**src/rtl/uart_baud_pkg.sv**
```systemverilog
// Shared types and defaults for the UART baud-rate controller.
package uart_baud_pkg;

  typedef enum logic [1:0] {RUN, PEND, LOAD} baud_state_e;

  localparam int OVS_DEFAULT       = 16;
  localparam int DEFAULT_DIV_19200 = 163;

endpackage

```
**src/rtl/baud_tick_gen.sv**
```systemverilog
// Loadable mod-div counter: counts 0..div-1, pulses sample_tick on the last count.
// clr restarts the phase at 0; suppress masks the tick for that cycle.
module baud_tick_gen #(
  parameter int N = 8
) (
  input  logic         clk,
  input  logic         rst,
  input  logic [N-1:0] div,
  input  logic         clr,
  input  logic         suppress,
  output logic [N-1:0] cnt_q,
  output logic         sample_tick
);

  logic wrap;

  // div is never 0 (clamped upstream), so div-1 cannot underflow.
  assign wrap        = (cnt_q == div - N'(1));
  assign sample_tick = wrap && !suppress;

  always_ff @(posedge clk or negedge rst) begin
    if (!rst)      cnt_q <= '0;
    else if (clr)  cnt_q <= '0;
    else if (wrap) cnt_q <= '0;
    else           cnt_q <= cnt_q + N'(1);
  end

endmodule

```
**src/rtl/uart_baud_ctrl.sv**
```systemverilog
// Run-time baud controller: defers divisor updates until TX/RX are idle, then reloads phase.
// Optional UART_BAUD_TIMEOUT_EN adds a bit_tick watchdog that forces the load.
module uart_baud_ctrl
  import uart_baud_pkg::*;
#(
  parameter int N            = 8,
  parameter int DEFAULT_DIV  = DEFAULT_DIV_19200,
  parameter int OVS          = OVS_DEFAULT,
  parameter int TIMEOUT_BITS = 32
) (
  input  logic         clk,
  input  logic         rst,
  input  logic         cfg_valid,
  input  logic [N-1:0] cfg_div,
  output logic         cfg_ready,
  input  logic         tx_busy,
  input  logic         rx_busy,
  output logic         sample_tick,
  output logic         bit_tick,
  output logic [N-1:0] div_q,
  output logic [N-1:0] cnt_q,
  output logic         cfg_pending,
  output logic         cfg_forced
);

  localparam int OW = (OVS > 1) ? $clog2(OVS) : 1;

  baud_state_e   state_q, state_d;
  logic [N-1:0]  pend_q;
  logic [OW-1:0] ovs_q;
  logic          load;
  logic          timeout;

  baud_tick_gen #(.N(N)) u_tick (
    .clk         (clk),
    .rst         (rst),
    .div         (div_q),
    .clr         (load),
    .suppress    (load),
    .cnt_q       (cnt_q),
    .sample_tick (sample_tick)
  );

  assign bit_tick = sample_tick && (ovs_q == OW'(OVS - 1));

`ifdef UART_BAUD_TIMEOUT_EN
  localparam int WW = $clog2(TIMEOUT_BITS + 1);
  logic [WW-1:0] wdog_q;
  logic          forced_q;

  assign timeout    = (wdog_q == WW'(TIMEOUT_BITS));
  assign cfg_forced = (state_q == LOAD) && forced_q;

  // Watchdog is held at 0 outside PEND, so it starts clean on every entry.
  always_ff @(posedge clk or negedge rst) begin
    if (!rst) begin
      wdog_q   <= '0;
      forced_q <= 1'b0;
    end else begin
      forced_q <= (state_q == PEND) && timeout && (tx_busy || rx_busy);
      if (state_q != PEND)          wdog_q <= '0;
      else if (bit_tick && !timeout) wdog_q <= wdog_q + WW'(1);
    end
  end
`else
  logic unused_timeout;
  assign unused_timeout = (TIMEOUT_BITS != 0);
  assign timeout        = 1'b0;
  assign cfg_forced     = 1'b0;
`endif

  always_ff @(posedge clk or negedge rst) begin
    if (!rst) state_q <= RUN;
    else      state_q <= state_d;
  end

  always_comb begin
    state_d = state_q;
    case (state_q)
      RUN:     if (cfg_valid) state_d = PEND;
      PEND:    if ((!tx_busy && !rx_busy) || timeout) state_d = LOAD;
      LOAD:    state_d = RUN;
      default: state_d = RUN;
    endcase
  end

  always_comb begin
    cfg_ready   = (state_q == RUN);
    cfg_pending = (state_q == PEND);
    load        = (state_q == LOAD);
  end

  always_ff @(posedge clk or negedge rst) begin
    if (!rst) begin
      pend_q <= '0;
      div_q  <= N'(DEFAULT_DIV);
      ovs_q  <= '0;
    end else begin
      if (cfg_ready && cfg_valid)
        pend_q <= (cfg_div == '0) ? N'(1) : cfg_div;
      if (load) begin
        div_q <= pend_q;
        ovs_q <= '0;
      end else if (sample_tick) begin
        ovs_q <= (ovs_q == OW'(OVS - 1)) ? '0 : ovs_q + OW'(1);
      end
    end
  end

endmodule
```
**config.mk**
```make
export PLATFORM = sky130hd
export DESIGN_NAME = uart_baud_ctrl
export DESIGN_NICKNAME = d
export VERILOG_FILES = /design/src/rtl/uart_baud_pkg.sv /design/src/rtl/baud_tick_gen.sv /design/src/rtl/uart_baud_ctrl.sv
export SDC_FILE = /design/constraint.sdc
export NUM_CORES = 1
export LEC_CHECK = 0
export CAP_MARGIN = 25
export CORE_ASPECT_RATIO = 0.8
export CORE_MARGIN = 10
export CORE_UTILIZATION = 45
export DETAILED_ROUTE_END_ITERATION = 8
export PLACE_DENSITY = 0.72
export SLEW_MARGIN = 20
export SYNTH_ARGS = -nofsm -noshare
export SYNTH_HDL_FRONTEND = slang
export SYNTH_SLANG_ARGS = --single-unit
```
**constraint.sdc**
```tcl
create_clock -name clk -period 2.5 [get_ports clk]
set_input_delay 0.25 -clock clk [delete_from_list [all_inputs] [get_ports clk]]
set_output_delay 0.25 -clock clk [all_outputs]
set_load 0.05 [all_outputs]
```
* Word-level counts from Yosys, hierarchy flattened
Cells that the tools add are included.
Storage, ports and cells: register bits after elaboration 30, word-level logic and storage cells 34, input port bits 13
Operators by class: mux-type cells 9, $add $sub $neg 3, eq/ne operators 6, reduce and logical (&&, ||, !) cells 11
Operators by type and width (number):
- 8-bit 2-to-1 mux | 3
- 4-bit 2-to-1 mux | 3
- 8-bit by 1-bit adder with 8-bit output (second input constant) | 1
- 8-bit == test | 1
- 8-bit zero test | 1
- 8-bit by 1-bit subtractor with 8-bit output (second input constant) | 1
- 4-bit by 1-bit adder with 4-bit output (second input constant) | 1
- 4-bit == test (second input constant) | 1
- 1-bit logical AND | 4
- 2-bit 2-to-1 mux | 2
- 2-bit one-hot mux with 2 select lines | 1
- 1-bit zero test | 3
- 2-bit by 1-bit == test with 1-bit output (second input constant) | 1
- 2-bit == test (second input constant) | 1
- 2-bit zero test | 1
- 2-bit by 1-bit inequality test with 1-bit output (second input constant) | 1
- 2-bit inequality test (second input constant) | 1
- 2-bit AND reduction | 1
- 2-bit nonzero test | 1

* Logic depth before layout (Yosys ltp)
Gate-level depths: netlist of the first run.
depth in word-level cells 5, gate-level depth with buffers 8, mapped depth without buffers 8

* Cells and area by module
A second synthesis of the first run with hierarchy kept.
Second synthesis, totals: cells, all modules 145, area, all modules 1672.9 um^2
Modules (own cells, without submodules):
- uart_baud_ctrl | area each 998.5 um^2, times used 1, sequential area each 555.5 um^2, cells each 70
- baud_tick_gen | area each 674.4 um^2, times used 1, sequential area each 200.2 um^2, cells each 75

* Least setup slack after synthesis of the first run
OpenSTA, ideal clock, no wires.
kind reg2out, from register div_q[2], to output port bit_tick, stages on the path, launching flop included 6, data arrival time 3.363 ns, slack -1.113 ns, buffers on the path 0, path through dfrtp_1 or3_1 or4_4 xnor2_2 nand3_2 nor4_1
On the way: longest elaborated chain between the ends 4
Ends and longest elaborated chain:
- from (decl) | line uart_baud_ctrl.sv:20 | output logic [N-1:0] div_q,
- from (signal assigned) | line uart_baud_ctrl.sv:96 | div_q <= N'(DEFAULT_DIV);
- from (signal assigned) | line uart_baud_ctrl.sv:102 | div_q <= pend_q;
- 8-bit by 1-bit subtractor with 8-bit output | line baud_tick_gen.sv:18 | assign wrap = (cnt_q == div - N'(1));
- 8-bit == test | line baud_tick_gen.sv:18
- 1-bit logical AND | line baud_tick_gen.sv:19 | assign sample_tick = wrap && !suppress;
- 1-bit logical AND | line uart_baud_ctrl.sv:44 | assign bit_tick = sample_tick && (ovs_q == OW'(OVS - 1));
- to (decl) | line uart_baud_ctrl.sv:19 | output logic bit_tick,
Every way passes these cells.

* Final worst setup path of the first run
from register div_q[4], to output port bit_tick
The elaborated chain is that of the path after synthesis.

==> results of run 1 <==
==> cells in the mapped netlist, types with 2 or more instances <==
master                     number
sky130_fd_sc_hd__xnor2_1        9
sky130_fd_sc_hd__nor3b_1        2
sky130_fd_sc_hd__o21ai_0        8
sky130_fd_sc_hd__clkbuf_1       5
sky130_fd_sc_hd__mux2_2        13
sky130_fd_sc_hd__ha_1           3
sky130_fd_sc_hd__nor4_1         2
sky130_fd_sc_hd__nor4b_1        2
sky130_fd_sc_hd__and3_1         2
sky130_fd_sc_hd__nor3_1        16
sky130_fd_sc_hd__xor2_1         7
sky130_fd_sc_hd__dfstp_2        4
sky130_fd_sc_hd__a21oi_1        7
sky130_fd_sc_hd__inv_1          4
sky130_fd_sc_hd__nor2_1         6
sky130_fd_sc_hd__o31ai_1        2
sky130_fd_sc_hd__nand3_1        9
sky130_fd_sc_hd__dfrtp_1       26
sky130_fd_sc_hd__nand2_1        3
==> metrics by stage <==
stage	total power, mW	cells	util (%)	cell area [sq um]
after floorplan	2.22	149	-	1650
after global placement	2.67	220	60.2	2050
after detailed placement	2.72	220	60.2	2050
after CTS	3.16	230	63.4	2160
after global routing	3.46	233	64.9	2210
final	3.26	233	64.9	2210
==> cell type report <==
| cell class | count | area, sq um |
|---|---|---|
| inverter | 4 | 17.5 |
| timing repair buffer | 40 | 404 |
| sequential | 30 | 763 |
| clock buffer | 8 | 90.1 |
| fill | 272 | 1190 |
| tap | 42 | 52.6 |
| multi-input combinational | 109 | 880 |
==> sequential cells by signal, summed over array words and instances, names as in the netlist <==
signal / cells
pend_q: 8
state_q: 2
u_tick.cnt_q: 8
div_q: 8
ovs_q: 4
==> worst reg2reg max path, stage by stage (launching register included) <==
cell	delay [ns]
sky130_fd_sc_hd__dfrtp_2	0.43
sky130_fd_sc_hd__or3_1	0.39
sky130_fd_sc_hd__or4_4	0.47
sky130_fd_sc_hd__xnor2_4	0.18
sky130_fd_sc_hd__nand3_4	0.13
sky130_fd_sc_hd__buf_4	0.17
sky130_fd_sc_hd__nor2_4	0.20
sky130_fd_sc_hd__a31o_1	0.18
==> layer usage <==
layer	part of all wire (%)	wire, um	vias to the layer above	GRT usage, %
li1	-	-	620	-
met1	44	1720	640	15.1
met2	49	1930	19	19.9
met3	5.0	196	7	4.58
met4	1.2	48	0	4.85
met5	0	0	-	0
==> cells by family after synthesis <==
logic type               count (synthesis)  share of synthesized area, %
XOR/XNOR                                17                          9.92
flip-flops                              30                          47.9
buffers and inverters                   10                          2.62
AND/OR/NAND/NOR                         52                          18.8
AO/OA/AOI/OAI                           23                          8.81
other                                    1                         0.238
multiplexers                            13                          9.29
adder cells (fa/ha/maj)                  3                          2.38
==> path summary, 6_finish.rpt <==
| check | end | slack, ns | from |
|---|---|---|---|
| worst min register to register | div_q[0] | 0.50 | pend_q[0] |
| worst max-delay path | bit_tick | -0.08 | div_q[4] |
| max in group asynchronous | div_q[7] | 1.82 | rst |
| worst max register to register | ovs_q[2] | 0.29 | div_q[4] |
| min in group clk | div_q[0] | 0.50 | pend_q[0] |
| worst min-delay path | pend_q[3] | 0.36 | rst |
==> power groups by stage <==
stage / clock [mW] / sequential (mW) / combinational [mW]
floorplan: 0 / 1.31 / 0.916
global placement: 0 / 0.972 / 1.70
detailed placement: 0 / 0.982 / 1.74
CTS: 0.405 / 0.980 / 1.77
global route: 0.429 / 1.02 / 2.01
finish: 0.396 / 0.982 / 1.88
==> timing repair <==
item / in CTS / in global routing
gates cloned: 0 / 0
hold buffers: 0 / 0
buffers inserted: 2 / 3
endpoints found under the setup margin: 2 / 2
pin swaps: 3 / 3
resized for setup: 1 / 7
==> qor.yml, run 1 <==
synth:
  synth-main-ff-cell: "sky130_fd_sc_hd__dfrtp_1"
  synth.lib_cells_used.distinct: 38
  synth-edff-count: 0
  ys_ff_latch: 30
  synth_area_leader_cell: "sky130_fd_sc_hd__dfrtp_1"
  yosysWarnings: 0
  netlist_area_sq_um: 1580
  asyncSetResetFlopFracSynth_pct: 100
  synthesis.nets: 165
  sequential_to_total_area_share_from_yosys_stat_pct: 47.9
  synth_largest_type_area_fraction_pct: 41.3
  synth.top_cells.by_area: "sky130_fd_sc_hd__dfrtp_1, sky130_fd_sc_hd__mux2_2, sky130_fd_sc_hd__dfstp_2"
  avgSynthCellArea_sq_um: 10.6
  number_of_standard_cells_after_synthesis: 149
grt:
  grt_pass1_vias: 1299
  grt_max_degree: 31
  gr-total-overflow: 0
  all_layer_gr_usage_pct: 12.5
  antenna_found_initial: 0
  global_route_wire_length_before_repair_um: 6290
timing:
  worst_pin_slew_ns: 0.695
  final_report_max_slew_violation_count: 0
  setup_viol_count_final: 2
  fin_setup_tns_ns: -0.154
  min_period_over_period_pct: 103
  layout_min_cycle_time_ns: 2.58
  worst_hold_slack_ns: 0.361
  timing.max_slew.rel_slack_pct: 53.4
  final_critical_path_setup_slack_ns: -0.0793
  report.final.hold_viol_count: 0
  max_freq_mhz: 388
  worst_clock_skew_ns: 0.00420
  unrepaired_setup_endpoints_after_global_routing: "yes"
power:
  power.static_leakage_nw: 0.851
  combinational_power_share_pct: 57.7
  power_report.internal_total_mw: 1.74
  clkPwrFrac_pct: 12.2
  seqPwrFrac_pct: 30.1
  power.net_switching_mw: 1.52
  max-vdd-ir-drop_uv: 825
  power-per-cell-area_nw_per_um2: 1480
  swShare_pct: 46.6
die:
  die_x_um: 86.2
  standard_cell_rows: 19
  initial_utilization_pct: 46.4
  fp.dieArea_sq_um: 6290
  dieHeight_um: 72.9
  core_area_sq_um: 3400
  number_of_ports_placed_on_the_die_boundary: 34
drt:
  post_detailed_routing_wire_length_um: 3900
  initial_drc_count: 85
  detailedRoute.firstPassIterationCount: 4
  vias: 1286
  route.detailed.drc: 0
  drt-wirelength-per-cell_um: 16.7
  ant_nets: 0
  post_drt_via_cell_ratio: 5.52
place:
  place_worst_setup_slack_ns: 0.194
  detailedPlacementHpwl_um: 2840
  buffer_ports.inserted: 32
  routability_congestion_estimate: 0.815
worst_setup_path:
  number_of_gates_on_the_worst_path_with_buffers_counted: 6
  critical-path-top-delay-family: "simple AND/OR/NAND/NOR gates"
  timing.critical_path.buf_inv: 1
  critical-path-max-stage-delay_ns: 0.43
  critical_path_required_ns: 2.25
  timing.critical_path.cells: "or3_1 -> nor3_1 -> o21ai_1 -> a22o_2 -> nor4_4 -> buf_12"
  worst_r2r_path_depth: 7
  type_of_element_capturing_the_critical_path: "primary output"
  slowest_stage: "sky130_fd_sc_hd__dfrtp_2"
  critical_path_class: "flip-flop to primary output"
  worstSetupStartpointType: "flip-flop"
  worst_ep_arrival_time_ns: 2.33
  maximum_fanout_encountered_on_the_critical_timing_path: 5
outcome:
  failed_checks: "setup timing"
  run_status: "finished with violations"
finish:
  final_net_count: 206
  area_growth_syn_to_layout_pct: 40.0
  post_route_cells_drive_above_1_share_pct: 28.3
  layout.cells.most_common_list: "sky130_fd_sc_hd__clkdlybuf4s50_1, sky130_fd_sc_hd__dfrtp_1, sky130_fd_sc_hd__nor3_1"
  antenna_cells_inserted: 0
  layout.cells.most_common: "sky130_fd_sc_hd__clkdlybuf4s50_1"
clock_network:
  cts_max_level: 2
  clock_latency_ns: 0.28
  maximum_buffer_depth_of_the_clock_tree: 2
  numCtsBuffers: 5
  cts_sink_count: 30
  cts_tree: "done"
  clkSlewWorstSetupHoldPaths_ns: 0.06
  clockRootBuffer: "sky130_fd_sc_hd__clkbuf_8"
min_path:
  hold_removal_path_class: "input port to asynchronous set/reset pin"
run:
  maxCapViolCount: 0
Power figures use the tool's default switching activity.
==> run 2: changes to the inputs <==
--- a/config.mk
+++ b/config.mk
@@ -11,6 +11,7 @@
 export CORE_UTILIZATION = 45
 export DETAILED_ROUTE_END_ITERATION = 8
 export PLACE_DENSITY = 0.72
+export REMOVE_ABC_BUFFERS = 1
 export SLEW_MARGIN = 20
 export SYNTH_ARGS = -nofsm -noshare
 export SYNTH_HDL_FRONTEND = slang
==> run 2 against run 1 <==
The run still ends with setup timing left. Flip-flop and latch count stayed put. Global-route usage is 0.73 points higher. Combinational power hardly changed. Count of clock-buffer cells in the layout is 1 lower. Clock power is 27% higher. First-iteration DRC count is 15% higher. Critical endpoint unchanged.
==> qor.yml, run 2 (synthesis gave the netlist of run 1 again) <==
outcome:
  run_status: "finished with violations"
  failed_checks: "setup timing"
die:
  initial_utilization_pct: 46.4
  core_area_sq_um: 3400
  fp.dieArea_sq_um: 6290
  dieHeight_um: 72.9
  die_x_um: 86.2
  standard_cell_rows: 19
  number_of_ports_placed_on_the_die_boundary: 34
worst_setup_path:
  timing.critical_path.buf_inv: 3
  worst_r2r_endpoint: "ovs_q[2]"
  critical-path-top-delay-family: "flip-flops"
  worstSetupStartpointType: "flip-flop"
  maximum_fanout_encountered_on_the_critical_timing_path: 6
  critical_path_required_ns: 2.25
  type_of_element_capturing_the_critical_path: "primary output"
  worst_ep_arrival_time_ns: 2.28
  critical_path_class: "flip-flop to primary output"
  reg2reg_slack_ns: 0.20
  slowest_stage: "sky130_fd_sc_hd__dfstp_2"
  timing.critical_path.cells: "inv_2 -> ha_4 -> nor4b_2 -> o31ai_1 -> a22o_1 -> nor4_4 -> buf_4 -> buf_12"
  critical-path-max-stage-delay_ns: 0.56
  worst_r2r_path_depth: 8
  crit-reg2reg-launch: "div_q[3]"
grt:
  antenna_found_initial: 0
  grt_pass1_vias: 1378
  grt_max_degree: 31
  gr-total-overflow: 0
  all_layer_gr_usage_pct: 13.2
  global_route_wire_length_before_repair_um: 6620
timing:
  min_period_over_period_pct: 101
  worst_clock_skew_ns: 0.00587
  final_report_max_slew_violation_count: 0
  unrepaired_setup_endpoints_after_global_routing: "yes"
  worst_pin_slew_ns: 0.525
  report.final.hold_viol_count: 0
  layout_min_cycle_time_ns: 2.53
  fin_setup_tns_ns: -0.0324
  worst_hold_slack_ns: 0.347
  setup_viol_count_final: 1
  timing.max_slew.rel_slack_pct: 64.9
  final_critical_path_setup_slack_ns: -0.0324
  max_freq_mhz: 395
power:
  combinational_power_share_pct: 56.4
  swShare_pct: 44.8
  power.static_leakage_nw: 0.888
  power.net_switching_mw: 1.48
  power_report.internal_total_mw: 1.82
  power-per-cell-area_nw_per_um2: 1490
  max-vdd-ir-drop_uv: 648
  seqPwrFrac_pct: 28.5
  power_mw: 3.30
  clkPwrFrac_pct: 15.2
drt:
  vias: 1322
  drt-wirelength-per-cell_um: 16.0
  route.detailed.drc: 0
  initial_drc_count: 98
  post_drt_via_cell_ratio: 5.58
  detailedRoute.firstPassIterationCount: 4
  ant_nets: 0
  post_detailed_routing_wire_length_um: 3800
place:
  detailedPlacementHpwl_um: 2840
  placement.cell_area_sq_um: 2010
  buffer_ports.inserted: 32
  routability_congestion_estimate: 0.971
  dp_cell_count: 226
  place_worst_setup_slack_ns: 0.0912
clock_network:
  clockRootBuffer: "sky130_fd_sc_hd__clkbuf_8"
  cts_hold_buffers: 0
  maximum_buffer_depth_of_the_clock_tree: 2
  clock_latency_ns: 0.28
  cts_max_level: 2
  numCtsBuffers: 5
  cts_tree: "done"
  cts_sink_count: 30
  clkSlewWorstSetupHoldPaths_ns: 0.06
finish:
  reg.largest.list: "div_q (8), pend_q (8), u_tick.cnt_q (8)"
  final_core_util_pct: 65.1
  area_growth_syn_to_layout_pct: 40.3
  post_route_cells_drive_above_1_share_pct: 27.7
  instances_no_fill: 237
  final_net_count: 210
  antenna_cells_inserted: 0
  post_layout_instance_area_sq_um: 2210
  layout.cells.most_common_list: "sky130_fd_sc_hd__clkdlybuf4s50_1, sky130_fd_sc_hd__dfrtp_1, sky130_fd_sc_hd__nor3_1"
  layout.cells.most_common: "sky130_fd_sc_hd__clkdlybuf4s50_1"
min_path:
  hold_removal_path_class: "input port to asynchronous set/reset pin"
run:
  maxCapViolCount: 0
## run 2: what timing repair did
action	in CTS	in global routing
setup buffers	3	0
endpoints found under the setup margin	2	2
gates resized for setup	12	1
pin swaps	7	1
## run 2: metal layers
metal / vias to the layer above / track usage [%] / part of all wire, %
li1: 633 / - / -
met1: 640 / 14.8 / 44
met3: 12 / 4.24 / 4.6
met2: 37 / 21.8 / 49
met5: - / 0 / 0
met4: 0 / 7.54 / 2.1
## run 2: cell type report
type                       count  area (sq um)
inverter                       4          15.0
timing repair buffer          44           430
fill                         262          1190
clock buffer                   7          86.3
tap                           42          52.6
sequential                    30           756
clock inverter                 1          30.0
multi-input combinational    109           842
## run 2: how the worst max path moves through the flow
stage,depth (start not counted),from,to,slack [ns]
4_1_cts,7,div_q[3],bit_tick,-0.003
3_3_place_gp,7,div_q[2],bit_tick,0.18
3_5_place_dp,9,div_q[0],bit_tick,0.09
6_report,8,div_q[0],bit_tick,-0.03
2_1_floorplan,5,div_q[2],bit_tick,-1.11
5_1_grt,7,div_q[3],bit_tick,-0.15
## run 2: power groups by stage
stage          logic (mW)  registers, mW  clock network (mW)
2_1_floorplan       0.783           1.30                   0
3_5_place_dp         1.71          0.947                   0
4_1_cts              1.84          0.940               0.511
5_1_grt              1.99          0.976               0.535
3_3_place_gp         1.68          0.935                   0
6_report             1.86          0.940               0.501
